`src/rtl/dme_pkg.sv`:
```
// Shared definitions for the DME power/reset sequencer.
// Provides the per-slot state encoding, the DMEControl bit layout and two
// helpers: max3() sizes the slot counters, and pack_ctrl() builds one slot's
// control field from its state.
package dme_pkg;

  // Each state's numeric code is placed directly in DMEControl bits 3:1.
  typedef enum logic [2:0] {
    ST_OFF      = 3'd0,
    ST_PWR_EN   = 3'd1,
    ST_PG_DEB   = 3'd2,
    ST_RST_HOLD = 3'd3,
    ST_RUN      = 3'd4,
    ST_FAULT    = 3'd5
  } slot_state_t;

  localparam int CTRL_W        = 6;
  localparam int CTRL_PWR_EN   = 0;
  localparam int CTRL_CODE_LSB = 1;
  localparam int CTRL_CODE_MSB = 3;
  localparam int CTRL_FAULT    = 4;
  localparam int CTRL_ID_VALID = 5;
  localparam int ID_W          = 4;

  function automatic int max3(input int a, input int b, input int c);
    int m;
    m = (a > b) ? a : b;
    return (m > c) ? m : c;
  endfunction

  // Builds the control field for a slot. Power stays enabled from PWR_EN
  // through RUN. It is off in OFF and in FAULT.
  function automatic logic [CTRL_W-1:0] pack_ctrl(input slot_state_t st,
                                                  input logic        id_valid);
    logic [CTRL_W-1:0] c;
    c                               = '0;
    c[CTRL_PWR_EN]                  = (st inside {ST_PWR_EN, ST_PG_DEB,
                                                  ST_RST_HOLD, ST_RUN});
    c[CTRL_CODE_MSB:CTRL_CODE_LSB]  = st;
    c[CTRL_FAULT]                   = (st == ST_FAULT);
    c[CTRL_ID_VALID]                = id_valid;
    return c;
  endfunction

endpackage

```
`src/rtl/dme_slot_fsm.sv`:
```
// Power-up and reset sequencer for a single DME slot.
// All inputs are already synchronised to clk.
// Ports:
//   clk, rst                 clock, synchronous active-high reset
//   ps_ok, plt_ok            system power OK, platform reset released
//   pg, absent               slot power good, slot empty
//   id[3:0]                  slot ID, captured when the slot enters RUN
//   rst_n                    registered slot reset, low active
//   ctrl[5:0]                registered {id_valid, fault, state[2:0], pwr_en}
//   id_latched[3:0]          registered ID captured on entry to RUN
module dme_slot_fsm
  import dme_pkg::*;
#(
  parameter int DEB_CYCLES     = 32,
  parameter int RST_DLY_CYCLES = 64,
  parameter int TIMEOUT_CYCLES = 1024,
  parameter int CNT_W          = 11
) (
  input  logic              clk,
  input  logic              rst,
  input  logic              ps_ok,
  input  logic              plt_ok,
  input  logic              pg,
  input  logic              absent,
  input  logic [ID_W-1:0]   id,
  output logic              rst_n,
  output logic [CTRL_W-1:0] ctrl,
  output logic [ID_W-1:0]   id_latched
);

  localparam logic [CNT_W-1:0] TO_LAST  = CNT_W'(TIMEOUT_CYCLES - 1);
  localparam logic [CNT_W-1:0] DEB_LAST = CNT_W'(DEB_CYCLES - 1);
  localparam logic [CNT_W-1:0] RST_LAST = CNT_W'(RST_DLY_CYCLES - 1);

  slot_state_t       state, state_nxt;
  logic [CNT_W-1:0]  cnt, cnt_nxt, cnt_inc;
  logic              id_valid, id_valid_nxt;
  logic [ID_W-1:0]   id_nxt;
  logic [CTRL_W-1:0] ctrl_nxt;
  logic              rst_n_nxt;

  // The counter saturates at all-ones instead of wrapping back to zero.
  assign cnt_inc = (cnt == '1) ? cnt : cnt + 1'b1;

  // NOTE: every signal written here is given a default first. A path that
  // left one of them unassigned would infer a latch.
  always_comb begin
    state_nxt    = state;
    cnt_nxt      = cnt;
    id_nxt       = id_latched;
    id_valid_nxt = id_valid;

    if (absent || !ps_ok) begin
      state_nxt = ST_OFF;
      cnt_nxt   = '0;
    end else begin
      unique case (state)
        ST_OFF: begin
          state_nxt = ST_PWR_EN;
          cnt_nxt   = '0;
        end
        ST_PWR_EN: begin
          if (pg) begin
            state_nxt = ST_PG_DEB;
            cnt_nxt   = '0;
          end else if (cnt == TO_LAST) begin
            state_nxt = ST_FAULT;
          end else begin
            cnt_nxt = cnt_inc;
          end
        end
        ST_PG_DEB: begin
          if (!pg) begin
            state_nxt = ST_PWR_EN;
            cnt_nxt   = '0;
          end else if (cnt == DEB_LAST) begin
            state_nxt = ST_RST_HOLD;
            cnt_nxt   = '0;
          end else begin
            cnt_nxt = cnt_inc;
          end
        end
        ST_RST_HOLD: begin
          if (!pg) begin
            state_nxt = ST_FAULT;
          end else if (!plt_ok) begin
            // The reset delay starts over whenever the platform re-enters reset.
            cnt_nxt = '0;
          end else if (cnt == RST_LAST) begin
            state_nxt    = ST_RUN;
            cnt_nxt      = '0;
            id_nxt       = id;
            id_valid_nxt = 1'b1;
          end else begin
            cnt_nxt = cnt_inc;
          end
        end
        ST_RUN: begin
          if (!pg) begin
            state_nxt = ST_FAULT;
          end else if (!plt_ok) begin
            state_nxt = ST_RST_HOLD;
            cnt_nxt   = '0;
          end
        end
        ST_FAULT: begin
          // FAULT is sticky. Only absent or a power-OK drop (handled above)
          // returns the slot to OFF.
        end
        default: begin
          state_nxt = ST_OFF;
          cnt_nxt   = '0;
        end
      endcase
    end

    if (state_nxt == ST_OFF) begin
      id_nxt       = '0;
      id_valid_nxt = 1'b0;
    end

    // The outputs are decoded from the next state and then registered, so
    // they change on the same edge as the state and never glitch.
    ctrl_nxt  = pack_ctrl(state_nxt, id_valid_nxt);
    rst_n_nxt = (state_nxt == ST_RUN);
  end

  // NOTE: sequential state uses non-blocking assignments, so every register
  // samples the values from before the edge regardless of statement order.
  always_ff @(posedge clk) begin
    if (rst) begin
      state      <= ST_OFF;
      cnt        <= '0;
      id_valid   <= 1'b0;
      id_latched <= '0;
      ctrl       <= '0;
      rst_n      <= 1'b0;
    end else begin
      state      <= state_nxt;
      cnt        <= cnt_nxt;
      id_valid   <= id_valid_nxt;
      id_latched <= id_nxt;
      ctrl       <= ctrl_nxt;
      rst_n      <= rst_n_nxt;
    end
  end

endmodule

```
`src/rtl/dme_init_seq.sv`:
```
// Sequences power enable, power-good debounce and reset release for up to
// four DME slots. Each slot has its own independent FSM.
// Ports:
//   CLK_32KHZ               sole clock, rising edge
//   RST_SYNC                synchronous active-high reset
//   PWRGD_PS_PWROK_3V3      async system power OK
//   RST_PLTRST_N            async platform reset, low active
//   DME_PWRGD[N-1:0]        async per-slot power good
//   DME_Absent[N-1:0]       async per-slot empty indication
//   DMEID[4N-1:0]           slot IDs, slot n at [4n+3:4n]
//   RST_DME_N[N-1:0]        per-slot reset, low active
//   DMEControl[6N-1:0]      per-slot {id_valid, fault, state[2:0], pwr_en}
//   DMEIDLatched[4N-1:0]    per-slot ID captured on entry to RUN
module dme_init_seq
  import dme_pkg::*;
#(
  parameter int NUM_DME        = 2,
  parameter int DEB_CYCLES     = 32,
  parameter int RST_DLY_CYCLES = 64,
  parameter int TIMEOUT_CYCLES = 1024
) (
  input  logic                      CLK_32KHZ,
  input  logic                      RST_SYNC,
  input  logic                      PWRGD_PS_PWROK_3V3,
  input  logic                      RST_PLTRST_N,
  input  logic [NUM_DME-1:0]        DME_PWRGD,
  input  logic [NUM_DME-1:0]        DME_Absent,
  input  logic [ID_W*NUM_DME-1:0]   DMEID,
  output logic [NUM_DME-1:0]        RST_DME_N,
  output logic [CTRL_W*NUM_DME-1:0] DMEControl,
  output logic [ID_W*NUM_DME-1:0]   DMEIDLatched
);

  localparam int CNT_W  = $clog2(max3(DEB_CYCLES, RST_DLY_CYCLES,
                                      TIMEOUT_CYCLES) + 1);
  localparam int SYNC_W = 2 + 2 * NUM_DME;

  logic [SYNC_W-1:0]  sync_in, sync1, sync2;
  logic               ps_ok, plt_ok;
  logic [NUM_DME-1:0] pg, absent;

  assign sync_in = {DME_Absent, DME_PWRGD, RST_PLTRST_N, PWRGD_PS_PWROK_3V3};

  // Two-flop synchronisers for every asynchronous input. The reset value of
  // zero keeps all slots in OFF until power OK has passed through both stages.
  always_ff @(posedge CLK_32KHZ) begin
    if (RST_SYNC) begin
      sync1 <= '0;
      sync2 <= '0;
    end else begin
      sync1 <= sync_in;
      sync2 <= sync1;
    end
  end

  assign ps_ok  = sync2[0];
  assign plt_ok = sync2[1];
  assign pg     = sync2[2 +: NUM_DME];
  assign absent = sync2[2 + NUM_DME +: NUM_DME];

  for (genvar n = 0; n < NUM_DME; n++) begin : g_slot
    dme_slot_fsm #(
      .DEB_CYCLES     (DEB_CYCLES),
      .RST_DLY_CYCLES (RST_DLY_CYCLES),
      .TIMEOUT_CYCLES (TIMEOUT_CYCLES),
      .CNT_W          (CNT_W)
    ) u_slot (
      .clk        (CLK_32KHZ),
      .rst        (RST_SYNC),
      .ps_ok      (ps_ok),
      .plt_ok     (plt_ok),
      .pg         (pg[n]),
      .absent     (absent[n]),
      .id         (DMEID[ID_W*n +: ID_W]),
      .rst_n      (RST_DME_N[n]),
      .ctrl       (DMEControl[CTRL_W*n +: CTRL_W]),
      .id_latched (DMEIDLatched[ID_W*n +: ID_W])
    );
  end

endmodule

```
`config.mk`:
```
export PLATFORM = sky130hd
export DESIGN_NAME = dme_init_seq
export DESIGN_NICKNAME = d
export VERILOG_FILES = /design/src/rtl/dme_pkg.sv /design/src/rtl/dme_slot_fsm.sv /design/src/rtl/dme_init_seq.sv
export SDC_FILE = /design/constraint.sdc
export NUM_CORES = 1
export LEC_CHECK = 0
export CAP_MARGIN = 20
export CORE_ASPECT_RATIO = 0.6
export CORE_UTILIZATION = 55
export CTS_BUF_LIST = sky130_fd_sc_hd__clkbuf_8
export DETAILED_ROUTE_END_ITERATION = 8
export GPL_ROUTABILITY_DRIVEN = 0
export GPL_TIMING_DRIVEN = 0
export PLACE_DENSITY = 0.91
export RECOVER_POWER = 25
export SYNTH_ARGS = -nofsm -noshare
export SYNTH_HDL_FRONTEND = slang
export SYNTH_SLANG_ARGS = --single-unit
```
`constraint.sdc`:
```
create_clock -name CLK_32KHZ -period 3 [get_ports CLK_32KHZ]
set_input_delay 0.3 -clock CLK_32KHZ [delete_from_list [all_inputs] [get_ports CLK_32KHZ]]
set_output_delay 0.3 -clock CLK_32KHZ [all_outputs]
set_load 0.01 [all_outputs]
```
**Word-level counts from Yosys, hierarchy flattened**

Index checks and enable logic that the tools add are counted.

- Bits in registers: 64
- Input bits: 16
- Output and inout port bits: 22
- Logic and storage cells: 128

- Add/subtract/negate cells: 2
- Equal/unequal tests: 36
- Muxes and demuxes: 55
- Bitwise operators: 4
- Reduce and logical (&&, ||, !) cells: 17

Operators by type and width:

| cell | number |
|---|---|
| $mux 11 | 19 |
| $pmux 11 s5 | 2 |
| $mux 3 | 20 |
| $pmux 3 s6 | 2 |
| $eq 3x2->1 const B | 8 |
| $eq 3x3->1 const B | 8 |
| $add 11x1->11 const B | 2 |
| $eq 11x10->1 const B | 2 |
| $eq 11x11->1 const B | 2 |
| $eq 11x5->1 const B | 2 |
| $eq 11x6->1 const B | 2 |
| $reduce_and 5->1 | 4 |
| $eq 3x1->1 const B | 4 |
| $logic_not 3->1 | 4 |
| $mux 1 | 12 |
| $ne 2x2->1 const B | 6 |
| $reduce_bool 4->1 | 2 |
| $reduce_or 2->1 | 4 |
| $ne 3x3->1 const B | 2 |
| $not 1->1 | 4 |
| $logic_or 1x1->1 | 2 |
| $logic_not 1->1 | 1 |

**Logic depth before layout (Yosys ltp)**

- Depth in word-level cells: 8
- Mapped depth: 8
- Depth with buffers taken out: 7

**Hierarchy**

From an unflattened synthesis, not the netlist that was laid out.

- Cell total of the unflattened synthesis: 309
- Area, all modules: 2,760.1 um2

Modules (own cells, without submodules):

| module | times used | cells each | area each (um2) | seq. area each (um2) |
|---|---|---|---|---|
| dme_slot_fsm at g_slot[0].u_slot | 1 | 142 | 1,198.6 | 440.4 |
| dme_slot_fsm at g_slot[1].u_slot | 1 | 142 | 1,194.9 | 440.4 |
| dme_init_seq | 1 | 25 | 366.6 | 240.2 |

**Least setup slack after synthesis**

OpenSTA, ideal clock, no wires.

- Path kind: register -> register
- Start: reg g_slot[1].u_slot.cnt[0]
- End: reg g_slot[1].u_slot.id_latched[0]
- Setup time: 128 ps
- Arrival time: 1,788 ps
- Data required time: 2,872 ps
- Setup slack: 1,085 ps
- Cell stages (with the launch flop): 8
- Path buffers: 1
- Period minus slack after synthesis: 1,915 ps
- Cell sequence: dfxtp_1 ha_1 nand3_1 nor4_2 and4b_1 buf_2 mux2i_1 nor2_1

- Longest elaborated chain between the ends: 8
- Elaborated cells on any way between the ends: 15
- Those cells by class: eq/ne (3); mux (9); reduce/logical (3)

Ends and longest elaborated chain:

| item | line | source |
|---|---|---|
| from (decl) | dme_slot_fsm.sv:36 | `logic [CNT_W-1:0] cnt, cnt_nxt, cnt_inc;` |
| from (signal assigned) | dme_slot_fsm.sv:140 | `cnt <= cnt_nxt;` |
| $eq 11x6->1 | dme_slot_fsm.sv:89 | `end else if (cnt == RST_LAST) begin` |
| $mux 3 | dme_slot_fsm.sv:89 |  |
| $mux 3 | dme_slot_fsm.sv:86 | `end else if (!plt_ok) begin` |
| $mux 3 | dme_slot_fsm.sv:84 | `if (!pg) begin` |
| $pmux 3 s6 | dme_slot_fsm.sv:57 | `unique case (state)` |
| $mux 3 | dme_slot_fsm.sv:53 | `if (absent \|\| !ps_ok) begin` |
| $logic_not 3->1 | dme_slot_fsm.sv:117 | `if (state_nxt == ST_OFF) begin` |
| $reduce_or 2->1 (no source line) | - |  |
| to (signal assigned) | dme_slot_fsm.sv:142 | `id_latched <= id_nxt;` |
| to (decl) | dme_slot_fsm.sv:28 | `output logic [ID_W-1:0] id_latched` |

Parallel ways exist; a longest one is shown, timed or not.
A chain may end at the register's enable or synchronous reset.

**Final worst setup path**

Ends and elaborated chain as after synthesis.

==> reports/metrics.cfg <==
[status]
status = finished, final reports clean

[yosys]
syn-instance-count = 328
synthArstFlopShare = 0
syn_nets = 346
ys.flop_type = dfxtp_1
synth_area_leaders = dfxtp_1 39%, nor2_1 6.4%, mux2i_1 4.9%, nor2b_1 3.5%, nand2_1 3.3%
yosysTopAreaCell = dfxtp_1
syn_avg_cell_area_sq_um = 8.705
syn-cell-area_sq_um = 2855
synth_edf_count = 0
yosysWarnings = 0
synth_cell_types = 63
netlist.area_leader.share = 0.3926
seq_area_frac_synth = 0.3926
yosys_register_bits = 56

[placed_design]
hpwl_um = 4943
port_buffers = 37

[sta]
final-setup-viol-count = 0
rsz0062_at_grt = no
drv_slew = 0
hold_viol_final = 0
tightest_slew_ps = 564.4
fin_setup_tns_ps = 0
holdWs_ps = 450.3
period_share = 0.8045
skew_ps = 11.36
fin_crit_ps = 2413
timing.slew.headroom = 0.6206
max_freq_ghz = 0.4143

[global_route]
grt_use_total = 0.2616
grt_antenna_before_repair = 0
busiest_layer = met2
grt_max_degree = 19
grt_pass1_vias = 2475
use_met2 = 0.4080
grt_util_met3 = 0.07087
grt_pass1_wl_um = 11140
grt_overflow = 0
met1_usage = 0.3597

[final_layout]
syn_to_final_growth_pct = 18.89
drive_gt1_frac = 0.1099
insertedDiodeCount = 0
seqCellArea_sq_um = 1121
multi_input_area_sq_um = 1572
nFillCells = 389
nNetsFinal = 390

[clock_network]
clk_pin_slew_ps = 100
post_cts_buffers = 0
cts_tree = done
cts.hold.buffers_added = 0
cts-resized-gates = 0
clockBufferDepth = 2
cts_made_buffers = 5
cts_htree_levels = 2
insertion_delay_ps = 320
clkSinkCount = 56
cts_root_buf = clkbuf_8

[detailed_routing]
drtIter0Drc = 225
postRouteAntennaNets = 0
drcViolationCount = 0
wl_um = 6633
vias = 2646
wl_per_cell_um = 15.21
vias_per_cell = 6.069
firstDrtPassIters = 5

[worst_setup_path]
critPathMaxStageDelay_ps = 610
r2r-start = g_slot[1].u_slot.cnt[0]$_SDFFE_PP0P_
critical_path.top_delay_family = simple AND/OR/NAND/NOR gates
endpoint_kind = flip-flop
worst-path-max-fanout = 7
cp_slowest_cell = nor4_2
path_buf_inv = 1
path_class = flip-flop to flip-flop
path_cells = ha_1 -> nand3_1 -> nor4_2 -> and4b_1 -> buf_2 -> mux2i_1 -> nor2_1
critical_path_arrival_ps = 2610
start_kind = flip-flop
crit_required_ps = 3190
crit_start = g_slot[1].u_slot.cnt[0]$_SDFFE_PP0P_

[power]
clockPowerShare = 0.342
power_per_cell_area_nw_per_um2 = 363.3
swShare = 0.2297
ir_worst_vdd_v = 0.0002218
seqPwrFrac = 0.614
power.internal_uw = 950.0
p_leak_uw = 0.001213
combPwrFrac = 0.044
p_sw_uw = 283.3

[floorplanning]
pin_count = 38
die_w_um = 95.02
core_sq_um = 4778
dieArea_sq_um = 5493
row_count = 19
initial_core_util = 0.5975
die_height_um = 57.81

[min_path]
min_from = sync1[3]$_SDFF_PP0_
min_path_type = flip-flop to flip-flop

[flow_run]
drv_cap = 0

==> cell usage in the layout (no fill, tap or decap), types with 8 or more instances in the layout <==
cell	instances
a21oi_1	13
clkdlybuf4s50_1	29
dfxtp_1	56
dlygate4sd3_1	8
mux2i_1	14
nand2_1	25
nand3_1	11
nand4_1	9
nor2_1	49
nor2b_1	16
o21ai_0	11
==> worst paths after layout <==
kind / slack [ps] / end / depth (start not counted)
setup / recovery: 590 / g_slot[1].u_slot.id_latched[0]$_SDFFE_PP0P_ / 7
hold / removal: 450 / sync2[3]$_SDFF_PP0_ / 1
setup reg to reg: 590 / g_slot[1].u_slot.id_latched[0]$_SDFFE_PP0P_ / 7
hold reg to reg: 450 / sync2[3]$_SDFF_PP0_ / 1
==> cells in the mapped netlist, types with 5 or more instances <==
master    count
dfxtp_1      56
nor2_1       49
nand2_1      25
nor2b_1      16
mux2i_1      14
a21oi_1      13
nand3_1      11
o21ai_0      11
nand4_1       9
and3_1        7
nor3_1        7
buf_4         6
clkbuf_1      6
inv_1         6
xor2_1        6
buf_2         5
nand2b_1      5
==> stage by stage <==
step                      cells  worst slack [ps]    util  instance area [sq um]  power [uW]
after floorplan             328              1085       -                   2855       798.4
after global placement      428             689.6  0.6915                   3304       825.8
after detailed placement    428             652.6  0.6915                   3304       828.8
after CTS                   436             632.3  0.7104                   3395        1238
after global routing        436             505.8  0.7104                   3395        1275
final                       436             586.5  0.7104                   3395        1233
==> cell families (layout without fill, tap and decap cells) <==
logic type | count (synthesis) | count (layout) | synth area share
compound gates | 49 | 49 | 0.1227
xor+xnor | 10 | 10 | 0.03067
fa+ha+maj | 2 | 2 | 0.008763
buf+inv | 27 | 72 | 0.05696
flops | 56 | 56 | 0.3926
mux | 15 | 15 | 0.05302
simple gates | 169 | 169 | 0.3352
==> sequential cells by signal, summed over array words and instances, names as in the netlist <==
signal / cells
sync2: 6
sync1: 6
g_slot.u_slot.id_valid: 1
g_slot.u_slot.state: 4
g_slot.u_slot.rst_n: 2
g_slot.u_slot.ctrl: 7
g_slot.u_slot.cnt: 22
g_slot.u_slot.id_latched: 8
==> metal layers <==
layer / vias up / part of all wire
li1: 1258 / -
met1: 1214 / 0.45
met2: 155 / 0.43
met3: 19 / 0.11
met4: 0 / 0.015
met5: - / 0
==> cell type report <==
cell class,count,share of cell area
clock inverters,3,0.006266
flip-flops and latches,56,0.3303
multi-input cells,245,0.4630
well taps,63,0.02322
repair buffers,37,0.1091
inverters,6,0.006635
plain buffers,21,0.04128
clock buffers,5,0.02027
==> power by group through the flow <==
| stage | clock, uW | combinational [uW] | sequential (uW) |
|---|---|---|---|
| after floorplan | 0 | 25.5 | 773 |
| after global placement | 0 | 52.3 | 773 |
| after detailed placement | 0 | 54.6 | 774 |
| after CTS | 426 | 54.9 | 757 |
| after global routing | 457 | 59.4 | 759 |
| final | 421 | 54.6 | 757 |
(Power assumes the default switching activity.)
